==> src/rtl/mem_fill_arbiter.sv <==
// Unified-memory arbiter for I/D cache line fills with dirty-victim writeback.
// One transaction at a time; fill line returned with a per-side done pulse.
module mem_fill_arbiter #(
  parameter int ADDR_W  = 14,
  parameter int LINE_W  = 64,
  parameter int MEM_LAT = 4
) (
  input  logic              clk,
  input  logic              rst,
  input  logic              i_req,
  input  logic [ADDR_W-1:0] i_addr,
  input  logic              d_req,
  input  logic              d_wb,
  input  logic [ADDR_W-1:0] d_addr,
  input  logic [ADDR_W-1:0] d_wb_addr,
  input  logic [LINE_W-1:0] d_wb_data,
  output logic [ADDR_W-1:0] mem_addr,
  output logic              mem_re,
  output logic              mem_we,
  output logic [LINE_W-1:0] mem_wdata,
  input  logic [LINE_W-1:0] mem_rdata,
  output logic [LINE_W-1:0] fill_data,
  output logic              i_done,
  output logic              d_done,
  output logic              busy
);

  localparam int CW = (MEM_LAT > 1) ? $clog2(MEM_LAT) : 1;
  localparam logic [CW-1:0] LAT_M1 = CW'(MEM_LAT - 1);

  typedef enum logic [2:0] {
    S_IDLE,
    S_WB,
    S_DFILL,
    S_IFILL,
    S_RESP
  } state_e;

  state_e            state_q, state_d;
  logic [CW-1:0]     cnt_q, cnt_d;
  logic              last_d_q, last_d_d;
  logic              side_d_q, side_d_d;
  logic [ADDR_W-1:0] fa_q, fa_d;
  logic [ADDR_W-1:0] wa_q, wa_d;
  logic [LINE_W-1:0] wdat_q, wdat_d;
  logic [LINE_W-1:0] fill_q, fill_d;
  logic              gnt_d, gnt_i;

  // last_d_q starts set so the first tie after reset is given to I.
  always_ff @(posedge clk or posedge rst) begin
    if (rst) begin
      state_q  <= S_IDLE;
      cnt_q    <= '0;
      last_d_q <= 1'b1;
      side_d_q <= 1'b0;
      fa_q     <= '0;
      wa_q     <= '0;
      wdat_q   <= '0;
      fill_q   <= '0;
    end else begin
      state_q  <= state_d;
      cnt_q    <= cnt_d;
      last_d_q <= last_d_d;
      side_d_q <= side_d_d;
      fa_q     <= fa_d;
      wa_q     <= wa_d;
      wdat_q   <= wdat_d;
      fill_q   <= fill_d;
    end
  end

  always_comb begin
    state_d   = state_q;
    cnt_d     = cnt_q;
    last_d_d  = last_d_q;
    side_d_d  = side_d_q;
    fa_d      = fa_q;
    wa_d      = wa_q;
    wdat_d    = wdat_q;
    fill_d    = fill_q;
    mem_addr  = '0;
    mem_re    = 1'b0;
    mem_we    = 1'b0;
    mem_wdata = '0;
    i_done    = 1'b0;
    d_done    = 1'b0;
    gnt_d     = d_req & (~i_req | ~last_d_q);
    gnt_i     = i_req & ~gnt_d;
    unique case (state_q)
      S_IDLE: begin
        if (gnt_d) begin
          side_d_d = 1'b1;
          last_d_d = 1'b1;
          fa_d     = d_addr;
          wa_d     = d_wb_addr;
          wdat_d   = d_wb_data;
          cnt_d    = LAT_M1;
          state_d  = d_wb ? S_WB : S_DFILL;
        end else if (gnt_i) begin
          side_d_d = 1'b0;
          last_d_d = 1'b0;
          fa_d     = i_addr;
          cnt_d    = LAT_M1;
          state_d  = S_IFILL;
        end
      end
      S_WB: begin
        mem_we    = 1'b1;
        mem_addr  = wa_q;
        mem_wdata = wdat_q;
        if (cnt_q == '0) begin
          cnt_d   = LAT_M1;
          state_d = S_DFILL;
        end else begin
          cnt_d = cnt_q - CW'(1);
        end
      end
      S_DFILL, S_IFILL: begin
        mem_re   = 1'b1;
        mem_addr = fa_q;
        if (cnt_q == '0) begin
          fill_d  = mem_rdata;
          state_d = S_RESP;
        end else begin
          cnt_d = cnt_q - CW'(1);
        end
      end
      S_RESP: begin
        i_done  = ~side_d_q;
        d_done  = side_d_q;
        state_d = S_IDLE;
      end
      default: state_d = S_IDLE;
    endcase
  end

  assign fill_data = fill_q;
  assign busy      = (state_q != S_IDLE);

endmodule

==> config.mk <==
export PLATFORM = sky130hd
export DESIGN_NAME = mem_fill_arbiter
export DESIGN_NICKNAME = d
export VERILOG_FILES = /design/src/rtl/mem_fill_arbiter.sv
export SDC_FILE = /design/constraint.sdc
export NUM_CORES = 1
export LEC_CHECK = 0
export BUFFER_PORTS_ARGS = -buffer_cell sky130_fd_sc_hd__clkbuf_2
export CORE_MARGIN = 3
export CORE_UTILIZATION = 49
export CTS_BUF_LIST = sky130_fd_sc_hd__clkbuf_8
export DETAILED_ROUTE_END_ITERATION = 8
export GPL_TIMING_DRIVEN = 1
export PLACE_DENSITY = 0.83
export SYNTH_ARGS = -nofsm -noshare
export SYNTH_HDL_FRONTEND = slang
export SYNTH_SLANG_ARGS = --single-unit
==> constraint.sdc <==
create_clock -name clk -period 6.4 [get_ports clk]
set_input_delay 1.28 -clock clk [delete_from_list [all_inputs] [get_ports clk]]
set_output_delay 1.28 -clock clk [all_outputs]
set_load 0.01 [all_outputs]
==> metrics.txt <==
status finished clean; post-synthesis net count 651; Worst-Margin Slew 1010 ps; DRC viols 0; PD cells 497 nW/um^2; Num CTS Buffers 17; worst-skew pair later-pin latency about 460 ps; VDD IR max 0.000227 V; Post-Syn Area 7240 sq um; Synth Register Bits 163; area grow syn2layout 28.9%; GRT Util Overall 21.0%; Hold Path Class flop to flop; Yosys top cell by area dfrtp_1; Setup Skew approximately 15 ps; met1 usage 25.8%; vias in the first global route about 5300; final wirelength between 15 and 20 mm; met2 Use GR 35.6%; Slew Viols, Final 0; TritonCTS clock tree yes; crit path DAT 2210 ps; top post-synthesis cells by area dfrtp_1, mux2_4, mux2_2; die width 128 microns; Antenna Cells 0; CP required 5120 ps; largest family of logic cells by synthesized area multiplexers; Setup crit start kind flop; clock tree buffer depth 2; average wire per standard cell 17.6 microns; M3 GR Usage 5.43%; register area 4080 sq um; post-synthesis mux area share a little under a third; Yosys cell types 31; Final Setup Violations 0; CTS Hold Bufs 0; initial antenna violation count 0; CP Max Fanout 39; max frequency 286 MHz; final hold vios 0; Mean Syn Cell Area 15.2 sq um; clock-pin slew on the worst setup and hold paths 90 ps; Post-synth EDFFs 0; final setup TNS 0 ps; Sinks on Clock Net 163; Async SR Flop Fraction between 90% and 100%; most numerous cell in the Yosys netlist dfrtp_1; first-pass detailed-route iteration total 4; routed via count 4902; IO Count 322; share of cells above drive strength 1 67.0%; P_leak 0.00497 uW; Slew HR 32.6%; fillers 1039; fraction of the mapped netlist area in adder cells 0.173%; die height 128 microns; xor and xnor fraction of the mapped netlist area 0%; full die area 16300 sq um; top_reg_cell synth dfrtp_1; commonest cells in the netlist dfrtp_1, mux2_2, mux2_4; Root Buffer Master clkbuf_8; top-area cell type share of the netlist area 56.0%; antenna viol nets, final 0; CTS HTree Levels 4; Hold Slack 509 ps; GP Congestion 0.826; compound-cell area share of the yosys netlist 2.57%; CP endpoint kind output pin; # port buffers approximately 320; Core Area 14100 sq um; first-pass GRT wire length 26.9 mm; GRT overflow 0; Final #Nets a little under 1000; yosys warns 0; initial DRC count between 200 and 250; unrepaired setup endpoints after global routing no; row cnt 43; Post-Syn Instances 475; Post-CTS Setup Bufs 0; minimum clock period approximately 3500 ps; area occupied by multi-input gates just under 3000 sq um; sequential fraction of the synthesis area 56.4%; ratio of final minimum period to clock period 54.6%; dpl cells 952; Vias/cell 4.98; maxcap violations 0; post-DP HPWL around 13 mm; Starting Density 51.2%; Post-Synth Simple-Gate Area under 10%; Non-Filler Instances 985; busiest grt layer met2; kind of critical path flop to output pin; Post-CTS Resized 0; largest net degree at the start of global routing 96
==> power by group <==
group	total, uW	internal, uW	switching [uW]
sequential	1860	1560	301
combinational	2040	1160	881
clock	734	346	388
==> sequential cells by signal, indices dropped and copies added (netlist names) <==
signal / count
side_d_q: 1
wdat_q: 64
last_d_q: 1
state_q: 3
fill_data: 64
cnt_q: 2
wa_q: 14
fa_q: 14
==> cell families (layout without fill, tap and decap cells) <==
group | after synthesis | count (layout)
mux | 172 | 172
flops | 163 | 163
simple gates | 82 | 82
buf+inv | 34 | 364
compound gates | 23 | 23
fa+ha+maj | 1 | 1
==> per-layer routing <==
layer	part of all wire, %	up-vias
met1	40	2406
met3	6.6	26
met4	1.9	0
li1	-	2277
met2	51	193
met5	0	-
==> critical path, cell delays in order (launching register included) <==
cell and delay, ps:
dfrtp_1 480, nor3b_4 490, buf_4 420, a22o_1 210, clkbuf_2 140
==> cell type report <==
type                            count  share of cell area (%)
Sequential cell                   163                    43.7
Clock inverter                     12                    1.27
Tap cell                          180                    2.41
Clock buffer                       20                    2.95
Multi-Input combinational cell    278                    31.6
Timing Repair Buffer              327                    17.8
Inverter                            5                   0.255
==> cell usage in the layout (no fill, tap or decap), types with 3 or more instances in the layout <==
master / instances
and2_1: 64
clkinvlp_4: 3
nand2_1: 3
a22o_1: 14
buf_4: 5
inv_1: 4
clkbuf_2: 321
mux2_2: 94
clkbuf_8: 20
dfrtp_1: 162
nor2_1: 4
o21ai_0: 4
inv_6: 7
mux2_4: 78
==> per-stage QoR <==
| stage | total power [uW] | utilization, % | cell area (sq um) | setup slack [ps] |
|---|---|---|---|---|
| after CTS | 4680 | 65.9 | 9320 | 2170 |
| after global placement | 3830 | 63.1 | 8920 | 2610 |
| after floorplan | 3210 | - | 7240 | 717 |
| final | 4640 | 66.0 | 9330 | 2910 |
| after global routing | 4910 | 66.0 | 9330 | 2740 |
| after detailed placement | 3920 | 63.1 | 8920 | 2460 |
==> final timing paths <==
path	startpoint	end	slack [ps]	depth (start not counted)
worst max-delay path	state_q[2]$_DFFE_PP0P_	mem_addr[11]	2910	4
worst min-delay path	wdat_q[45]$_DFFE_PP0P_	wdat_q[45]$_DFFE_PP0P_	510	1
worst max register to register	last_d_q$_DFFE_PP1P_	wa_q[8]$_DFFE_PP0P_	3490	4
worst min register to register	wdat_q[45]$_DFFE_PP0P_	wdat_q[45]$_DFFE_PP0P_	510	1
max in group asynchronous	rst	fill_data[6]$_DFFE_PP0P_	3980	3
min in group asynchronous	rst	fill_data[27]$_DFFE_PP0P_	960	2
(Power assumes the default switching activity.)
